**src/rtl/mem_port_arbiter.sv**
```systemverilog
// Arbitrates the fetch and execute memory ports onto a single external bus, one transaction at a time.
// Optional macro MEM_ARB_ROUND_ROBIN_EN swaps fixed data-first priority for last-grant alternation.
module mem_port_arbiter #(
   parameter int XLEN = 32,
   parameter int STRB = 4
) (
   input  logic            clock,
   input  logic            reset,
   input  logic            imem_valid,
   input  logic [XLEN-1:0] imem_addr,
   output logic            imem_ready,
   output logic [XLEN-1:0] imem_rdata,
   input  logic            dmem_valid,
   input  logic [XLEN-1:0] dmem_addr,
   input  logic [XLEN-1:0] dmem_wdata,
   input  logic [STRB-1:0] dmem_wstrb,
   output logic            dmem_ready,
   output logic [XLEN-1:0] dmem_rdata,
   output logic            bus_valid,
   output logic            bus_instr,
   output logic [XLEN-1:0] bus_addr,
   output logic [XLEN-1:0] bus_wdata,
   output logic [STRB-1:0] bus_wstrb,
   input  logic            bus_ready,
   input  logic [XLEN-1:0] bus_rdata
);

   typedef enum logic [1:0] {IDLE, BUSY_I, BUSY_D} state_t;

   state_t state;
   logic   grant_data;

`ifdef MEM_ARB_ROUND_ROBIN_EN
   logic last_instr;

   // On contention the port that did not win last time goes first.
   always_comb begin
      grant_data = dmem_valid && (!imem_valid || last_instr);
   end
`else
   always_comb begin
      grant_data = dmem_valid;
   end
`endif

   always_ff @(posedge clock or negedge reset) begin
      if (!reset) begin
         state     <= IDLE;
         bus_valid <= 1'b0;
         bus_instr <= 1'b0;
         bus_addr  <= '0;
         bus_wdata <= '0;
         bus_wstrb <= '0;
`ifdef MEM_ARB_ROUND_ROBIN_EN
         last_instr <= 1'b1;
`endif
      end else begin
         case (state)
            IDLE: begin
               if (grant_data) begin
                  bus_valid <= 1'b1;
                  bus_instr <= 1'b0;
                  bus_addr  <= dmem_addr;
                  bus_wdata <= dmem_wdata;
                  bus_wstrb <= dmem_wstrb;
                  state     <= BUSY_D;
`ifdef MEM_ARB_ROUND_ROBIN_EN
                  last_instr <= 1'b0;
`endif
               end else if (imem_valid) begin
                  bus_valid <= 1'b1;
                  bus_instr <= 1'b1;
                  bus_addr  <= imem_addr;
                  bus_wdata <= '0;
                  bus_wstrb <= '0;
                  state     <= BUSY_I;
`ifdef MEM_ARB_ROUND_ROBIN_EN
                  last_instr <= 1'b1;
`endif
               end
            end
            BUSY_I, BUSY_D: begin
               // Captured fields hold until completion; requester changes never reach the bus.
               if (bus_ready) begin
                  bus_valid <= 1'b0;
                  state     <= IDLE;
               end
            end
            default: begin
               bus_valid <= 1'b0;
               state     <= IDLE;
            end
         endcase
      end
   end

   // A requester that dropped valid mid-transaction has abandoned it, so its response is discarded.
   assign imem_ready = (state == BUSY_I) && bus_ready && imem_valid;
   assign dmem_ready = (state == BUSY_D) && bus_ready && dmem_valid;
   assign imem_rdata = imem_ready ? bus_rdata : '0;
   assign dmem_rdata = dmem_ready ? bus_rdata : '0;

endmodule
```
**config.mk**
```make
export PLATFORM = sky130hd
export DESIGN_NAME = mem_port_arbiter
export DESIGN_NICKNAME = d
export VERILOG_FILES = /design/src/rtl/mem_port_arbiter.sv
export SDC_FILE = /design/constraint.sdc
export NUM_CORES = 1
export LEC_CHECK = 0
export ABC_AREA = 0
export CAP_MARGIN = 20
export CORE_MARGIN = 8
export CORE_UTILIZATION = 30
export DETAILED_ROUTE_END_ITERATION = 10
export PLACE_DENSITY = 0.74
export REMOVE_ABC_BUFFERS = 1
export SLEW_MARGIN = 0
export SYNTH_ARGS = -nofsm -noshare
export SYNTH_HDL_FRONTEND = slang
export SYNTH_SLANG_ARGS = --single-unit
```
**constraint.sdc**
```tcl
create_clock -name clock -period 2.5 [get_ports clock]
set_input_delay 0.5 -clock clock [delete_from_list [all_inputs] [get_ports clock]]
set_output_delay 0.5 -clock clock [all_outputs]
set_load 0.1 [all_outputs]
```
==> results_dict.tcl, run 1 <==
set metrics [dict create \
    cp_max_fo 33 \
    critPathTopFamily "buffers and inverters" \
    min_period_ns 2.40 \
    reg2reg_depth 6 \
    antenna_left 0 \
    drc 0 \
    die_h_um 124 \
    area_delta_synth_final_pct 104 \
    drive_above_1_share_pct 28.0 \
    cpMostUsedCell "buf_12" \
    postCtsHoldBufs 0 \
    layout_commonest_cell "clkdlybuf4s50_1" \
    post_cts_buffers 0 \
    worstSetupEndpointType "primary output" \
    cts_resized 0 \
    nNetsFinal 729 \
    cpMaxStageDelayCell "clkdlybuf4s50_1" \
    synth_cell_type_count 19 \
    cp.arrival_ns 1.90 \
    row_count 39 \
    synth_area_leader_cell "dfrtp_1" \
    syn_inst 324 \
    cap_violations 0 \
    fmax_ghz 0.417 \
    r2r-start "state[0]" \
    cts-root-buf "clkbuf_16" \
    nFillCells 915 \
    rsz0062_at_grt "false" \
    cts_max_level 3 \
    finish.utilization_pct 62.4 \
    worstSetupPathType "in2out" \
    finClkSkew_ns 0.0108 \
    grt_pass1_vias 4030 \
    slew_violations 0 \
    globalplace.congestion 0.856 \
    irDropWorstVdd_mv 1.12 \
    ys.flop_type "dfrtp_1" \
    synth-edff-count 0 \
    async_flop_share_pct 100 \
    p_leak_nw 3.06 \
    r2r_setup_slack_ns 0.72 \
    drt_iter0_drc 228 \
    critical-path-max-stage-delay_ns 0.57 \
    hpwl_mm 12.5 \
    crit_path_cell_trace "clkdlybuf4s50_1, and3_1, buf_12, and2_1, buf_12" \
    multi_input_area_sq_mm 0.00147 \
    routed_wl_mm 15.9 \
    netlist.area_leader.share_pct 51.5 \
    avgRoutedWirePerCell_um 21.6 \
    cts.clk_slew.worst_paths_ns 0.06 \
    tightest_slew_ns 0.903 \
    syn_area_sq_mm 0.00350 \
    overflow 0 \
    required_ns 2.00 \
    dp_slack_ns 0.124 \
    antenna_found_initial 1 \
    pin_count 273 \
    dr.pass1.iters 5 \
    synth_area_leaders "dfrtp_1 (52%), and2_1 (12%), a22o_1 (9.0%)" \
    seq_area_frac_synth_pct 51.5 \
    clock_sinks 72 \
    fin_crit_sh_pct 95.8 \
    finalPower_mw 10.7 \
    ys_ff_latch 72 \
    clk_latency_ns 0.33 \
    vias_per_cell 5.11 \
    grt_max_degree 73 \
    pwr_density_cell_mw_per_mm2 1500 \
    cts_tree "done" \
    start_util_pct 30.6 \
    r2r-end "bus_addr[4]" \
    fin_ws_ns 0.104 \
    hold_viol_final 0 \
    maxSlewHeadroom_pct 39.8 \
    syn_avg_cell_area_sq_um 10.8 \
    grt.total_usage_pct 19.8 \
    setup_viol 0 \
    cts-buffers-inserted 9 \
    antenna_cells 0 \
    tns_ns 0 \
    die_w_um 124 \
    clockBufferDepth 2 \
    synth_warnings 0 \
    regArea_sq_mm 0.00180 \
    core_sq_mm 0.0114 \
    io_buffers 272 \
    dieArea_sq_mm 0.0154 \
    path_buf_inv 3 \
    crit_path_start_kind "input port" \
    vias 3761 \
    layout_common_cells "clkdlybuf4s50_1 (135), buf_4 (81), dfrtp_1 (72)" \
    status "completed" \
    grt_pass1_wl_mm 23.0 \
    min_path_type "in2async" \
]
per-layer routing:
layer	vias up	routed length (um)	track usage, %	share of wire, %
met3	18	1870	7.66	12
li1	1734	-	-	-
met2	228	7820	35.0	49
met1	1779	5970	21.7	38
met4	2	217	5.20	1.4
met5	-	13	0	0.082
worst register-to-register path: cells and delay by family (launching register included):
kind,cells,cell delay (ns)
flip-flops,1,0.41
adder cells (fa/ha/maj),1,0.38
buffers and inverters,2,0.34
AO/OA/AOI/OAI,1,0.32
AND/OR/NAND/NOR,2,0.21
synthesized netlist by cell type (all sizes together) (3+ instances only):
cell / n
ha: 3
buf: 20
o22ai: 33
inv: 3
dfrtp: 72
o32ai: 32
a21oi: 5
nand2: 3
nor2: 35
and2: 65
a22o: 36
clkbuf: 11
worst max path at each step:
stage / startpoint / to / slack (ns) / cells after the start
4_1_cts: bus_ready / dmem_rdata[13] / 0.12 / 5
5_1_grt: bus_ready / imem_rdata[28] / 0.08 / 5
6_report: bus_ready / imem_rdata[4] / 0.10 / 5
3_5_place_dp: bus_ready / dmem_rdata[13] / 0.12 / 5
2_1_floorplan: state[0] / dmem_rdata[0] / -0.58 / 4
3_3_place_gp: bus_ready / dmem_rdata[23] / 0.13 / 5
through the flow:
stage	cell area [sq um]	instances	hold WS (ns)
2_1_floorplan	3280	293	0.204
3_3_place_gp	6800	721	0.484
3_5_place_dp	6800	721	0.488
4_1_cts	7120	736	0.336
5_1_grt	7120	736	0.382
6_report	7120	736	0.299
state kept, by name, indices dropped and copies added, names as in the netlist:
signal,count
state,2
bus_addr,32
bus_valid,1
bus_instr,1
bus_wstrb,4
bus_wdata,32
logic make-up after synthesis:
| logic type | synth area share, % |
|---|---|
| AO/OA/AOI/OAI | 23.6 |
| adder cells (fa/ha/maj) | 1.07 |
| buffers and inverters | 6.55 |
| flip-flops | 51.5 |
| AND/OR/NAND/NOR | 17.2 |
cell type report:
class	instances	area share, %
inverters	3	0.158
multi-input cells	218	20.6
flip-flops and latches	72	25.3
clock buffers	11	3.41
repair buffers	285	46.9
clock inverters	4	1.09
well taps	143	2.51
power by group:
| part | leakage, nW | internal (mW) | switching (mW) | total (mW) |
|---|---|---|---|---|
| logic | 2.03 | 1.70 | 5.51 | 7.21 |
| clock network | 0.156 | 0.901 | 0.484 | 1.38 |
| registers | 0.867 | 1.71 | 0.401 | 2.11 |
(Power assumes the default switching activity.)
==> run 2: changes to the inputs <==
GPL_TIMING_DRIVEN = 0   (was default)
==> results_dict.tcl, run 2 (synthesis gave the netlist of run 1 again) <==
set metrics [dict create \
    status "completed" \
    cts_max_level 3 \
    io_buffers 272 \
    largestRegisters "bus_addr: 32 flops, bus_wdata: 32 flops, bus_wstrb: 4 flops" \
    finalNonFillerCells 730 \
    p_clk_share_pct 14.0 \
    avgRoutedWirePerCell_um 20.9 \
    fmax_ghz 0.410 \
    grt_max_degree 73 \
    rsz0062_at_grt "true" \
    cts.clk_slew.worst_paths_ns 0.06 \
    cp_max_fo 17 \
    grt_pass1_vias 3896 \
    drive_above_1_share_pct 16.0 \
    irDropWorstVdd_mv 1.05 \
    worstSetupPathType "in2out" \
    antenna_left 0 \
    vias 3683 \
    min_path_type "in2async" \
    dr.pass1.iters 4 \
    setup_viol 0 \
    drt_iter0_drc 147 \
    row_count 39 \
    globalplace.congestion 0.809 \
    r2r-end "bus_addr[13]" \
    nNetsFinal 722 \
    area_delta_synth_final_pct 87.3 \
    finClkSkew_ns 0.00663 \
    fin_crit_sh_pct 97.5 \
    postCtsHoldBufs 0 \
    r2r-start "state[0]" \
    p_leak_nw 2.81 \
    crit_path_start_kind "input port" \
    nFillCells 984 \
    grt.total_usage_pct 18.6 \
    min_period_ns 2.44 \
    clk_latency_ns 0.33 \
    dieArea_sq_mm 0.0154 \
    cts-buffers-inserted 9 \
    p_int_mw 4.46 \
    p_sw_share_pct 58.9 \
    critical-path-max-stage-delay_ns 0.63 \
    die_h_um 124 \
    layout_common_cells "clkdlybuf4s50_1 (204), dfrtp_1 (72), and2_1 (65)" \
    layout_commonest_cell "clkdlybuf4s50_1" \
    seq_power_share_pct 19.3 \
    antenna_cells 0 \
    vias_per_cell 5.05 \
    clock_sinks 72 \
    routed_wl_mm 15.3 \
    hold_viol_final 0 \
    fin_ws_ns 0.0614 \
    reg2reg_depth 6 \
    cpMaxStageDelayCell "clkdlybuf4s50_1" \
    r2r_setup_slack_ns 0.28 \
    maxSlewHeadroom_pct 31.8 \
    die_w_um 124 \
    tightest_slew_ns 1.02 \
    start_util_pct 30.6 \
    slew_violations 0 \
    power_frac_comb_pct 66.8 \
    placed_cells 713 \
    antenna_found_initial 1 \
    overflow 0 \
    dp_slack_ns -1.60 \
    cap_violations 0 \
    grt_pass1_wl_mm 21.8 \
    clockBufferDepth 2 \
    cp.arrival_ns 1.94 \
    pwr_density_cell_mw_per_mm2 1650 \
    cts_tree "done" \
    worstSetupEndpointType "primary output" \
    hpwl_mm 11.7 \
    crit_path_cell_trace "clkdlybuf4s50_1, and3_4, and2_1, buf_4" \
    required_ns 2.00 \
    drc 0 \
    p_sw_mw 6.38 \
    cts-root-buf "clkbuf_16" \
    pin_count 273 \
    core_sq_mm 0.0114 \
]
[run 2: cell types whose count changed in the layout (fill, tap and decap cells not counted), moves of 2 or more]
cell             delta
buf_12             -69
buf_16              +5
clkdlybuf4s50_1    +69
and3_1              -2
buf_4              -19
buf_6               +4
and3_4              +3
[run 2: repair_timing]
item / in CTS / in global routing
gates cloned: 0 / 1
setup buffers: 0 / 0
endpoints found under the setup margin: 131 / 38
pin swaps: 1 / 1
gates resized for setup: 397 / 18
[run 2: critical path: cells and delay by family]
family | cells | cell delay (ns)
buf+inv | 2 | 0.93
simple gates | 2 | 0.50
[run 2: per-layer routing]
metal	GRT usage, %	routed length (um)	vias up
li1	-	-	1724
met1	20.1	5750	1733
met2	31.8	7380	206
met3	9.07	1920	18
met4	4.91	201	2
met5	0	13	-
[run 2: worst max-delay path by stage]
stage / endpoint / slack (ns) / start
floorplan: dmem_rdata[0] / -0.58 / state[0]
CTS: dmem_rdata[31] / 0.002 / state[0]
global route: dmem_ready / -0.003 / bus_ready
global placement: dmem_rdata[23] / -2.21 / dmem_valid
detailed placement: dmem_rdata[23] / -1.60 / dmem_valid
finish: imem_rdata[25] / 0.06 / imem_valid
[run 2: area by class of cell]
type / count / area (sq um) / share of cell area (%)
clock buffers: 9 / 225 / 3.44
clock inverters: 7 / 128 / 1.95
multi-input cells: 219 / 1500 / 22.9
flip-flops and latches: 72 / 1800 / 27.5
repair buffers: 277 / 2710 / 41.3
inverters: 3 / 11.3 / 0.172
well taps: 143 / 179 / 2.73
[run 2: power groups by stage]
stage                     sequential, mW  combinational, mW  clock, mW
after floorplan                     5.82               1.50          0
after global placement              2.07               7.08          0
after detailed placement            2.08               7.27          0
after CTS                           2.09               7.28       1.55
after global routing                2.15               7.51       1.60
final                               2.09               7.23       1.52
[run 2: through the flow]
step / setup TNS [ns] / hold WS [ns] / power (mW) / util [%] / instance area [sq um]
final: 0 / 0.297 / 10.8 / 57.4 / 6550
after global routing: -0.00280 / 0.376 / 11.3 / 57.4 / 6550
after CTS: 0 / 0.333 / 10.9 / 57.0 / 6510
after detailed placement: -121.04 / 0.482 / 9.35 / 55.3 / 6320
after global placement: -317.02 / 0.476 / 9.15 / 54.1 / 6180
after floorplan: -41.48 / 0.204 / 7.32 / - / 3280
==> run 3: changes to the inputs <==
clock period = 3.15 ns   (was 2.5 ns; I/O delays follow)
==> results_dict.tcl, run 3 (synthesis gave the netlist of run 1 again) <==
set metrics [dict create \
    status "completed" \
    seq_power_share_pct 19.3 \
    tightest_slew_ns 1.02 \
    p_clk_share_pct 14.0 \
    setup_viol 0 \
    vias 3659 \
    power_frac_comb_pct 66.6 \
    start_util_pct 30.6 \
    drive_above_1_share_pct 15.9 \
    antenna_found_initial 1 \
    largestRegisters "bus_addr: 32 flops, bus_wdata: 32 flops, bus_wstrb: 4 flops" \
    slew_violations 0 \
    irDropWorstVdd_mv 0.835 \
    cts.clk_slew.worst_paths_ns 0.06 \
    core_sq_mm 0.0114 \
    avgRoutedWirePerCell_um 20.6 \
    drt_iter0_drc 127 \
    dieArea_sq_mm 0.0154 \
    cp.arrival_ns 2.40 \
    cts-buffers-inserted 9 \
    cp_max_fo 33 \
    antenna_left 0 \
    hpwl_mm 11.7 \
    grt.total_usage_pct 18.5 \
    grt_pass1_wl_mm 21.7 \
    io_buffers 272 \
    p_int_mw 3.52 \
    layout_common_cells "clkdlybuf4s50_1 (204), dfrtp_1 (72), and2_1 (65)" \
    antenna_cells 0 \
    clk_latency_ns 0.33 \
    cts_max_level 3 \
    r2r_setup_slack_ns 0.55 \
    cts-root-buf "clkbuf_16" \
    globalplace.congestion 0.809 \
    p_sw_mw 5.05 \
    finClkSkew_ns 0.00666 \
    worstSetupEndpointType "primary output" \
    hold_viol_final 0 \
    p_leak_nw 2.70 \
    holdWs_ns 0.427 \
    die_h_um 124 \
    layout_commonest_cell "clkdlybuf4s50_1" \
    routed_wl_mm 15.0 \
    grt_max_degree 73 \
    p_sw_share_pct 59.0 \
    area_delta_synth_final_pct 92.8 \
    dr.pass1.iters 4 \
    r2r-end "bus_addr[13]" \
    maxSlewHeadroom_pct 31.8 \
    required_ns 2.52 \
    clockBufferDepth 2 \
    fmax_ghz 0.330 \
    cap_violations 0 \
    crit_path_start_kind "input port" \
    drc 0 \
    min_path_type "in2async" \
    cts_tree "done" \
    min_period_ns 3.03 \
    grt_pass1_vias 3892 \
    vias_per_cell 5.02 \
    worstSetupPathType "in2out" \
    clock_sinks 72 \
    pwr_density_cell_mw_per_mm2 1270 \
    nNetsFinal 721 \
    row_count 39 \
    fin_crit_sh_pct 96.2 \
    die_w_um 124 \
    r2r-start "state[0]" \
    rsz0062_at_grt "false" \
    pin_count 273 \
    reg2reg_depth 6 \
    post_cts_buffers 0 \
    finalPower_mw 8.57 \
    overflow 0 \
]
[run 3: what timing repair did]
item / CTS / global route
pin swaps: 0 / 0
hold buffers: 0 / 0
resized for setup: 208 / 2
gates cloned: 0 / 0
setup endpoints to repair: 66 / 32
[run 3: final cells by class]
class	instances	area (sq um)
fill	948	4670
timing repair buffer	277	2920
sequential	72	1800
multi-input combinational	218	1480
clock buffer	9	225
tap	143	179
clock inverter	7	128
inverter	3	11.3
[run 3: how the worst max path moves through the flow]
stage               slack (ns)              to        from
floorplan                -0.11   dmem_rdata[0]   bus_ready
global route              0.06   imem_rdata[1]  imem_valid
global placement         -1.82  dmem_rdata[23]  dmem_valid
finish                    0.12  imem_rdata[27]  imem_valid
CTS                       0.04  dmem_rdata[23]  dmem_valid
detailed placement       -1.21  dmem_rdata[23]  dmem_valid
[run 3: routing by layer]
| metal | share of wire, % | wire length (um) | up-vias | track usage, % |
|---|---|---|---|---|
| met1 | 38 | 5690 | 1725 | 20.0 |
| met2 | 49 | 7310 | 197 | 31.8 |
| li1 | - | - | 1719 | - |
| met4 | 1.1 | 164 | 2 | 4.91 |
| met5 | 0.087 | 13 | - | 0 |
| met3 | 12 | 1840 | 16 | 8.79 |
[run 3: critical path: stages]
cell,delay [ns]
clkdlybuf4s50_1,0.59
and3_4,0.41
and2_1,0.17
clkdlybuf4s15_2,0.58
[run 3: power by group through the flow]
stage,clock network (mW),registers (mW),logic (mW)
after floorplan,0,4.62,1.19
after global placement,0,1.64,5.62
after detailed placement,0,1.65,5.77
after CTS,1.23,1.66,5.76
after global routing,1.27,1.71,5.94
final,1.20,1.66,5.71
[run 3: metrics by stage]
stage	setup TNS, ns	area (sq um)	utilization [%]	setup slack, ns	cells
after floorplan	-7.14	3280	-	-0.112	293
after detailed placement	-68.07	6320	55.3	-1.21	713
final	0	6750	59.1	0.120	729
after global routing	0	6750	59.1	0.0558	729
after CTS	0	6750	59.1	0.0446	729
after global placement	-215.17	6180	54.1	-1.82	708
